==> src/rtl/fetch_unit_pkg.sv <==
// Pipeline constants and fetch state encoding shared by the fetch, decode and hazard units.
package fetch_unit_pkg;

  localparam logic [15:0] RESET_PC    = 16'h0000;
  localparam logic [15:0] NOP_INSTR   = 16'h0800;
  localparam logic [4:0]  HALT_OPCODE = 5'b00000;

  typedef enum logic [1:0] {
    FETCH  = 2'd0,
    HOLD   = 2'd1,
    DRAIN  = 2'd2,
    HALTED = 2'd3
  } fetch_state_e;

endpackage

==> src/rtl/fetch_unit_if.sv <==
// Instruction-memory handshake, ID-stage control and IF/ID outputs of the fetch stage.
interface fetch_unit_if;

  logic        imem_rd;
  logic [15:0] imem_addr;
  logic [15:0] imem_data;
  logic        imem_done;
  logic        id_stall;
  logic        redirect;
  logic [15:0] redirect_pc;
  logic [15:0] instr;
  logic [15:0] pc_add2;
  logic        wrt_IF_ID;
  logic        flush;
  logic        halted;

  modport master (
    output imem_rd, imem_addr, instr, pc_add2, wrt_IF_ID, flush, halted,
    input  imem_data, imem_done, id_stall, redirect, redirect_pc
  );

  modport slave (
    input  imem_rd, imem_addr, instr, pc_add2, wrt_IF_ID, flush, halted,
    output imem_data, imem_done, id_stall, redirect, redirect_pc
  );

endinterface

==> src/rtl/fetch_unit_pc_reg.sv <==
// 16-bit program counter register with load enable and synchronous active-low reset.
module fetch_unit_pc_reg #(
  parameter logic [15:0] RESET_PC = 16'h0000
) (
  input  logic        clk,
  input  logic        rst,
  input  logic        en,
  input  logic [15:0] d,
  output logic [15:0] q
);

  logic [15:0] pc_q;
  logic [15:0] pc_d;

  always_comb begin
    pc_d = en ? d : pc_q;
  end

  always_ff @(posedge clk) begin
    if (!rst) pc_q <= RESET_PC;
    else      pc_q <= pc_d;
  end

  assign q = pc_q;

endmodule

==> src/rtl/fetch_unit.sv <==
// Instruction-fetch stage: owns the PC, runs the imem handshake and feeds the IF/ID register.
module fetch_unit #(
  parameter logic [15:0] RESET_PC    = fetch_unit_pkg::RESET_PC,
  parameter logic [15:0] NOP_INSTR   = fetch_unit_pkg::NOP_INSTR,
  parameter logic [4:0]  HALT_OPCODE = fetch_unit_pkg::HALT_OPCODE
) (
  input  logic         clk,
  input  logic         rst,
  fetch_unit_if.master bus
);

  import fetch_unit_pkg::*;

  fetch_state_e state_q, state_d;
  logic [15:0]  buf_q, buf_d;
  logic [15:0]  drain_addr_q, drain_addr_d;
  logic [15:0]  pc_q, pc_d, pc_inc;
  logic         pc_en;

  function automatic logic is_halt(input logic [15:0] word);
    return word[15:11] == HALT_OPCODE;
  endfunction

  fetch_unit_pc_reg #(.RESET_PC(RESET_PC)) u_pc_reg (
    .clk (clk),
    .rst (rst),
    .en  (pc_en),
    .d   (pc_d),
    .q   (pc_q)
  );

  assign pc_inc = pc_q + 16'd2;

  always_comb begin
    state_d       = state_q;
    buf_d         = buf_q;
    drain_addr_d  = drain_addr_q;
    pc_en         = 1'b0;
    pc_d          = pc_inc;
    bus.imem_rd   = 1'b0;
    bus.imem_addr = pc_q;
    bus.instr     = NOP_INSTR;
    bus.pc_add2   = pc_inc;
    bus.wrt_IF_ID = 1'b0;
    bus.flush     = 1'b0;
    bus.halted    = 1'b0;

    if (bus.redirect) begin
      // A bubble always enters IF/ID; a request still in flight must be drained at its old address.
      bus.flush     = 1'b1;
      bus.wrt_IF_ID = 1'b1;
      pc_en         = 1'b1;
      pc_d          = bus.redirect_pc;
      buf_d         = NOP_INSTR;
      state_d       = FETCH;
      case (state_q)
        FETCH: begin
          bus.imem_rd = 1'b1;
          if (!bus.imem_done) begin
            state_d      = DRAIN;
            drain_addr_d = pc_q;
          end
        end
        DRAIN: begin
          bus.imem_rd   = 1'b1;
          bus.imem_addr = drain_addr_q;
          if (!bus.imem_done) state_d = DRAIN;
        end
        HALTED:  bus.halted = 1'b1;
        default: ;
      endcase
    end else begin
      case (state_q)
        FETCH: begin
          bus.imem_rd = 1'b1;
          if (bus.imem_done) begin
            if (!bus.id_stall) begin
              bus.instr     = bus.imem_data;
              bus.wrt_IF_ID = 1'b1;
              pc_en         = 1'b1;
              state_d       = is_halt(bus.imem_data) ? HALTED : FETCH;
            end else begin
              buf_d   = bus.imem_data;
              state_d = HOLD;
            end
          end
        end
        HOLD: begin
          bus.instr     = buf_q;
          bus.wrt_IF_ID = !bus.id_stall;
          if (!bus.id_stall) begin
            pc_en   = 1'b1;
            state_d = is_halt(buf_q) ? HALTED : FETCH;
          end
        end
        DRAIN: begin
          bus.imem_rd   = 1'b1;
          bus.imem_addr = drain_addr_q;
          if (bus.imem_done) state_d = FETCH;
        end
        HALTED:  bus.halted = 1'b1;
        default: ;
      endcase
    end

    // Reset overrides every output so IF/ID sees a quiet stage while rst is low.
    if (!rst) begin
      bus.imem_rd   = 1'b0;
      bus.wrt_IF_ID = 1'b0;
      bus.flush     = 1'b0;
      bus.instr     = NOP_INSTR;
      bus.pc_add2   = 16'h0000;
      bus.halted    = 1'b0;
    end
  end

  always_ff @(posedge clk) begin
    if (!rst) begin
      state_q      <= FETCH;
      buf_q        <= NOP_INSTR;
      drain_addr_q <= RESET_PC;
    end else begin
      state_q      <= state_d;
      buf_q        <= buf_d;
      drain_addr_q <= drain_addr_d;
    end
  end

endmodule

==> src/flat_wrapper.sv <==
// flat-port wrapper written by rule: the top's interface ports become plain ports
module fetch_unit_flat import fetch_unit_pkg::*;
#(
  parameter logic [15:0] RESET_PC    = fetch_unit_pkg::RESET_PC,
  parameter logic [15:0] NOP_INSTR   = fetch_unit_pkg::NOP_INSTR,
  parameter logic [4:0]  HALT_OPCODE = fetch_unit_pkg::HALT_OPCODE
)
  (clk, rst, bus_imem_rd, bus_imem_addr, bus_instr, bus_pc_add2, bus_wrt_IF_ID, bus_flush, bus_halted, bus_imem_data, bus_imem_done, bus_id_stall, bus_redirect, bus_redirect_pc);
  fetch_unit_if bus_i ();
  input  logic clk;
  input  logic rst;
  output wire logic [$bits(bus_i.imem_rd)-1:0] bus_imem_rd;
  output wire logic [$bits(bus_i.imem_addr)-1:0] bus_imem_addr;
  output wire logic [$bits(bus_i.instr)-1:0] bus_instr;
  output wire logic [$bits(bus_i.pc_add2)-1:0] bus_pc_add2;
  output wire logic [$bits(bus_i.wrt_IF_ID)-1:0] bus_wrt_IF_ID;
  output wire logic [$bits(bus_i.flush)-1:0] bus_flush;
  output wire logic [$bits(bus_i.halted)-1:0] bus_halted;
  input wire logic [$bits(bus_i.imem_data)-1:0] bus_imem_data;
  input wire logic [$bits(bus_i.imem_done)-1:0] bus_imem_done;
  input wire logic [$bits(bus_i.id_stall)-1:0] bus_id_stall;
  input wire logic [$bits(bus_i.redirect)-1:0] bus_redirect;
  input wire logic [$bits(bus_i.redirect_pc)-1:0] bus_redirect_pc;
  assign bus_imem_rd = bus_i.imem_rd;
  assign bus_imem_addr = bus_i.imem_addr;
  assign bus_instr = bus_i.instr;
  assign bus_pc_add2 = bus_i.pc_add2;
  assign bus_wrt_IF_ID = bus_i.wrt_IF_ID;
  assign bus_flush = bus_i.flush;
  assign bus_halted = bus_i.halted;
  assign bus_i.imem_data = bus_imem_data;
  assign bus_i.imem_done = bus_imem_done;
  assign bus_i.id_stall = bus_id_stall;
  assign bus_i.redirect = bus_redirect;
  assign bus_i.redirect_pc = bus_redirect_pc;
  fetch_unit #(.RESET_PC(RESET_PC), .NOP_INSTR(NOP_INSTR), .HALT_OPCODE(HALT_OPCODE)) u_core (.clk(clk), .rst(rst), .bus(bus_i));
endmodule
==> config.mk <==
export PLATFORM = sky130hd
export DESIGN_NAME = fetch_unit_flat
export DESIGN_NICKNAME = d
export VERILOG_FILES = /design/src/rtl/fetch_unit_pkg.sv /design/src/rtl/fetch_unit_if.sv /design/src/rtl/fetch_unit_pc_reg.sv /design/src/rtl/fetch_unit.sv /design/src/flat_wrapper.sv
export SDC_FILE = /design/constraint.sdc
export NUM_CORES = 1
export LEC_CHECK = 0
export CORE_MARGIN = 2
export CORE_UTILIZATION = 45
export CTS_CLUSTER_DIAMETER = 40
export DETAILED_ROUTE_END_ITERATION = 8
export DONT_BUFFER_PORTS = 1
export HOLD_SLACK_MARGIN = 0.06
export PLACE_DENSITY = 0.62
export SYNTH_ARGS = -nofsm -noshare
export SYNTH_HDL_FRONTEND = slang
export SYNTH_SLANG_ARGS = --single-unit
==> constraint.sdc <==
create_clock -name clk -period 1.6 [get_ports clk]
set_input_delay 0.08 -clock clk [delete_from_list [all_inputs] [get_ports clk]]
set_output_delay 0.08 -clock clk [all_outputs]
set_load 0.005 [all_outputs]
==> results of run 1 <==
-- worst register-to-register path: stages (launching register included) --
cell	delay (ns)
dfxtp_4	0.38
buf_6	0.10
nand3_4	0.10
buf_6	0.14
nor4_4	0.36
a31oi_1	0.15
o311a_1	0.30
-- cells in the final DEF (no fill, tap or decap), types with 4 or more instances in the layout --
master / Yosys / final
nand2_1: 73 / 71
buf_4: 1 / 48
dlygate4sd3_1: 0 / 37
dfxtp_1: 50 / 35
a21oi_1: 28 / 27
o21ai_0: 19 / 19
buf_6: 1 / 17
nor2_1: 21 / 13
and2_1: 13 / 12
a22oi_2: 0 / 12
a21boi_1: 0 / 11
xnor2_1: 11 / 10
dfxtp_2: 0 / 10
mux2_4: 0 / 9
nand3_1: 10 / 7
xor2_1: 6 / 6
a21boi_2: 0 / 6
nor2_2: 0 / 6
mux2_2: 15 / 6
clkbuf_8: 0 / 5
dfxtp_4: 0 / 5
nor4_4: 2 / 4
or3_4: 0 / 4
nor2b_1: 4 / 4
a21boi_0: 21 / 4
ha_4: 0 / 4
-- layout make-up --
class / instances / area [um2] / area share [%]
multi-input combinational: 301 / 2350 / 50.1
timing repair buffer: 111 / 1110 / 23.7
sequential: 50 / 1030 / 22.0
tap: 80 / 100 / 2.13
clock buffer: 5 / 68.8 / 1.47
inverter: 4 / 20.0 / 0.427
clock inverter: 2 / 10.0 / 0.213
-- cells by family (layout without fill, tap and decap cells) --
group                    Yosys count  after routing  share of synthesized area [%]
XOR/XNOR                          17             17                           4.79
multiplexers                      18             18                           6.40
adder cells (fa/ha/maj)            7              7                           2.82
AO/OA/AOI/OAI                     97             97                           20.4
AND/OR/NAND/NOR                  161            162                           27.8
flip-flops                        50             50                           32.2
buffers and inverters             40            122                           5.67
-- registers in the layout (all words and copies together) (netlist names) --
signal,flops
u_core.buf_q,16
u_core.state_q,2
u_core.u_pc_reg.q,16
u_core.drain_addr_q,16
-- how the worst max path moves through the flow --
stage                                 startpoint                                 end  slack (ns)  cells past startpoint
2_1_floorplan     u_core.state_q[0]$_SDFFE_PN0P_  u_core.u_pc_reg.q[13]$_SDFFE_PN0N_      -0.008                      7
4_1_cts        u_core.u_pc_reg.q[2]$_SDFFE_PN0N_                     bus_pc_add2[15]       -0.08                      5
5_1_grt        u_core.u_pc_reg.q[1]$_SDFFE_PN0N_                     bus_pc_add2[13]       -0.20                      5
3_3_place_gp      u_core.state_q[0]$_SDFFE_PN0P_  u_core.u_pc_reg.q[13]$_SDFFE_PN0N_       -0.05                      6
3_5_place_dp      u_core.state_q[0]$_SDFFE_PN0P_  u_core.u_pc_reg.q[13]$_SDFFE_PN0N_       -0.09                      6
6_report       u_core.u_pc_reg.q[1]$_SDFFE_PN0N_                     bus_pc_add2[15]       -0.11                      5
-- per-stage QoR --
stage | worst slack (ns) | cells
global placement | -0.0549 | 469
global route | -0.199 | 553
finish | -0.106 | 553
floorplan | -0.00752 | 390
detailed placement | -0.0921 | 469
CTS | -0.0795 | 526
-- power by group --
group / internal, W / total [W] / switching [W] / leakage, nW
clock: 0.000296 / 0.000745 / 0.000449 / 0.0438
combinational: 0.000597 / 0.00114 / 0.000542 / 1.30
sequential: 0.00131 / 0.00137 / 0.0000650 / 0.415
-- per-layer routing --
metal	vias up	track usage, %
met5	-	0
met4	0	9.37
met3	18	5.21
met2	101	45.0
met1	1567	30.0
li1	1518	-
-- repair_timing --
item / in CTS / in global routing
endpoints found under the hold margin: 50 / 0
cloned: 4 / 4
gates resized for setup: 80 / 71
hold buffers: 37 / 0
pin swaps: 20 / 35
endpoints found under the setup margin: 60 / 43
setup buffers: 11 / 24
==> summary.txt, run 1 <==
Status: finished, violations left
Failing checks: negative setup slack
Num CTS Buffers: 5
Vias in the first global route: 3126
Die extent in y: 87.1 um
Initial core utilization: 46.0%
Most frequent cell after synthesis: nand2_1
Worst path required time: 1.52 ns
Final core utilization: 69.4%
Yosys reg bits: 50
Tmin final: 1.71 ns
Vias: 3204
Fmax: 586 MHz
Global-route wire length before repair: 15200 um
Post-DP Area: 3330 um2
Clock Tree Buf Depth: 2
Ratio of cells with drive above 1 in the final layout: 38.9%
CTS root buf: clkbuf_8
DRC: 0
Cell area after synthesis: 3110 um2
Max_cap viols: 0
WHS: 0.0784 ns
GRT Total Usage: 25.4%
Core area: 6760 um2
Row cnt: 30
Hold Path Stages: 3
CP bufs+invs: 0
Grt total ovfl: 0
Wl on met1: 4240 um
I/O pin total: 89
Hold path start: bus_redirect
Initial antenna violation count: 0
Reg2Reg Depth: 6
Synth Instances: 390
Synthesis-to-layout area growth: 50.8%
Final worst slack: -0.106 ns
Met2 WL: 5500 um
Clock latency on the worst-skew pair: 0.31 ns
Wire per inst: 19.1 um
Hpwl dp: 5680 um
Final setup vio count: 37
Via/cell ratio: 5.79
Ranking of synthesized cells by area: dfxtp_1 32%, nand2_1 8.8%, mux2_2 5.4%
Ys async rst share: 0%
Top FF cell, synth: dfxtp_1
CTS tree: yes
Yosys top cell by area: dfxtp_1
Final GP Congestion: 0.776
CP endpoint kind: output pin
Diodes inserted: 0
H-tree levels: 2
RSZ-0062 raised after global routing: yes
Port Buffers: 0
Starting DRT DRC Count: 149
Critical Path Source Type: flip-flop
Largest net degree at the start of global routing: 38
Slew margin rel.: 49.3%
Hold Crit Endpoint: u_core.u_pc_reg.q[15]$_SDFFE_PN0N_
Routed Antenna Nets: 0
Total Nets Final: 517
Clk_skew: 0.0111 ns
FF-to-FF Start: u_core.u_pc_reg.q[2]$_SDFFE_PN0N_
Syn. warnings: 0
FF-to-FF setup slack: -0.04 ns
Slew @ Worst Pin: 0.758 ns
Hold Path Class: input port to flip-flop
Leakage Power: 1.76 nW
Die Area: 7590 um2
Worst EP arrival: 1.63 ns
Crit path largest cell delay: 0.39 ns
Worst IR drop on VDD: 391 uV
CP Class: flip-flop to output pin
Seq/Total Area, Yosys: 32.2%
Met3 Wirelength: 603 um
Power Density: 694 nW/um2
Die Width: 87.1 um
Yosys top cell area share: 32.2%
Avg Inst Size Synth: 7.98 um2
Clock transition at path regs: 0.09 ns
Slowest-stage cell, CP: dfxtp_4
Drt pass-1 iters: 4
Top delay family on crit path: simple AND/OR/NAND/NOR gates
Syn nets: 434
Final Max Tran Viols: 0
Final Hold Fails: 0
Number of synthesized flops with an enable pin: 0
Final period util: 107%
Crit-path cells: ha_4, nand2_8, nor4_4, xor2_1, and2_4
WL final: 10500 um
DR top layer: met4
Setup TNS: -1.43 ns
Synth cell types: 53
Worst R2R End: u_core.u_pc_reg.q[12]$_SDFFE_PN0N_
Clock Sinks: 50
Final Power: 0.00326 W
CP Max Fanout: 5
Fin area: 4690 um2
Most frequent cells after synthesis: 73 x nand2_1, 50 x dfxtp_1, 28 x a21oi_1
Fill cells: 496
Note: power is estimated with default switching activity, not from simulation.
==> inputs of run 2 (changes only) <==
--- a/config.mk
+++ b/config.mk
@@ -5,7 +5,7 @@
 export SDC_FILE = /design/constraint.sdc
 export NUM_CORES = 1
 export LEC_CHECK = 0
-export CORE_MARGIN = 2
+export CORE_MARGIN = 5
 export CORE_UTILIZATION = 45
 export CTS_CLUSTER_DIAMETER = 40
 export DETAILED_ROUTE_END_ITERATION = 8
==> summary.txt, run 2 (synthesis results as in run 1) <==
Status: finished, violations left
Failing checks: negative setup slack
Clock latency on the worst-skew pair: 0.32 ns (about the same)
Fin area: 4650 um2 (-0.88%)
Hpwl dp: 5860 um (+3.1%)
Wire per inst: 19.4 um (+1.8%)
Tmin final: 1.76 ns (+0.0572 ns)
Row cnt: 30 (unchanged)
Final Max Tran Viols: 0 (unchanged)
Max_cap viols: 0 (unchanged)
WL final: 10600 um (+0.50%)
Final Power: 0.00347 W (+6.6%)
DRC: 0 (unchanged)
Final GP Congestion: 0.846 (+9.0%)
Clk_skew: 0.0154 ns (+0.00435 ns)
Total Nets Final: 509 (-1.5%)
Slew @ Worst Pin: 1.19 ns (+0.432 ns)
Final worst slack: -0.163 ns (-0.0572 ns)
H-tree levels: 2 (unchanged)
Power Density: 747 nW/um2 (+7.6%)
Via/cell ratio: 5.80 (+0.18%)
Initial antenna violation count: 0 (unchanged)
Leakage Power: 1.72 nW (-2.3%)
CTS root buf: clkbuf_8
Slew margin rel.: 20.7% (-29 points)
Fmax: 567 MHz (-3.2%)
Global-route wire length before repair: 15600 um (+2.4%)
Fill cells: 509 (+2.6%)
Core area: 6760 um2 (unchanged)
Num CTS Buffers: 5 (unchanged)
Vias: 3169 (-1.1%)
Reg2Reg Depth: 8 (+2)
Final Hold Fails: 0 (unchanged)
Die Width: 93.1 um (+6.9%)
Worst IR drop on VDD: 431 uV (+10%)
GRT Total Usage: 22.6% (-2.8 points)
Setup TNS: -3.58 ns (-2.15 ns)
Clock transition at path regs: 0.10 ns (about the same)
Hold Path Stages: 4 (+1)
Grt total ovfl: 0 (unchanged)
Synthesis-to-layout area growth: 49.5%
Drt pass-1 iters: 4 (unchanged)
Starting DRT DRC Count: 150 (+0.67%)
Most common cell after layout, fill and taps aside: nand2_1
Hold Path Class: input port to flip-flop
Final setup vio count: 46 (+24%)
Post-DP Area: 3340 um2 (+0.38%)
I/O pin total: 89 (unchanged)
Vias in the first global route: 2985 (-4.5%)
Port Buffers: 0 (unchanged)
Die extent in y: 93.1 um (+6.9%)
Largest net degree at the start of global routing: 32 (-16%)
Clock Sinks: 50 (unchanged)
CP Class: flip-flop to output pin
WHS: 0.0888 ns (+0.0104 ns)
CP endpoint kind: output pin
Ratio of cells with drive above 1 in the final layout: 37.8% (-1.1 points)
Final period util: 110% (+3.6 points)
Most frequent cells in the layout: 71 x nand2_1, 38 x dlygate4sd3_1, 37 x buf_4
Diodes inserted: 0 (unchanged)
Worst EP arrival: 1.68 ns (+0.05 ns)
RSZ-0062 raised after global routing: yes
Initial core utilization: 46.0% (unchanged)
Worst path required time: 1.52 ns (about the same)
Routed Antenna Nets: 0 (unchanged)
Clock Tree Buf Depth: 2 (unchanged)
Die Area: 8680 um2 (+14%)
CP Max Fanout: 4 (-1)
Critical Path Source Type: flip-flop
CTS tree: yes
-- run 2: changes by cell type in the layout (fill, tap and decap cells not counted), moves of 4 or more --
cell | previous run | this run
buf_4 | 48 | 37
a21boi_0 | 4 | 13
a21boi_1 | 11 | 3
mux2_2 | 6 | 13
mux2_4 | 9 | 2
nor2_2 | 6 | 11
nor2_1 | 13 | 9
-- run 2: final cells by class --
cell class	instances	area (um2)	area share (%)
sequential	50	1030	22.2
timing repair buffer	103	1050	22.6
inverter	4	25.0	0.538
clock inverter	2	37.5	0.807
multi-input combinational	301	2330	50.1
clock buffer	6	72.6	1.56
tap	80	100	2.15
-- run 2: final timing paths --
check / from / to / slack [ns]
max: u_core.u_pc_reg.q[12]$_SDFFE_PN0N_ / bus_pc_add2[15] / -0.16
min reg2reg: u_core.drain_addr_q[11]$_SDFFE_PN0P_ / u_core.drain_addr_q[11]$_SDFFE_PN0P_ / 0.46
min: bus_imem_done / u_core.drain_addr_q[13]$_SDFFE_PN0P_ / 0.09
max reg2reg: u_core.state_q[1]$_SDFFE_PN0P_ / u_core.u_pc_reg.q[12]$_SDFFE_PN0N_ / -0.14
-- run 2: metal layers --
layer  track usage [%]  wire length, um  vias up
li1                  -                -     1509
met2              39.9             5440       95
met1              27.3             4330     1553
met4              6.35              166        0
met5                 0                0        -
met3              5.23              659       12
-- run 2: worst max-delay path, cell delays in order (launching register included) --
cell and delay [ns]:
dfxtp_1 0.35, buf_4 0.13, nand3_1 0.11, nor4_4 0.34, xor2_1 0.25, and2_1 0.19
-- run 2: power breakdown --
group	total [W]	internal (W)	switching, W
logic	0.00117	0.000608	0.000566
clock network	0.000925	0.000467	0.000457
registers	0.00138	0.00131	0.0000660
-- run 2: per-stage QoR --
stage | setup slack, ns | std cells | util [%]
after CTS | -0.145 | 526 | 61.4
after global placement | -0.0360 | 469 | 49.4
final | -0.163 | 546 | 68.8
after floorplan | -0.00752 | 390 | -
after global routing | -0.223 | 546 | 68.8
after detailed placement | -0.0692 | 469 | 49.4
-- run 2: repair_timing --
item,in CTS,in global routing
resized for setup,58,86
setup endpoints to repair,59,58
pin swaps,17,52
hold buffers,39,0
gates cloned,3,3
setup buffers,8,18
hold endpoints to repair,50,0
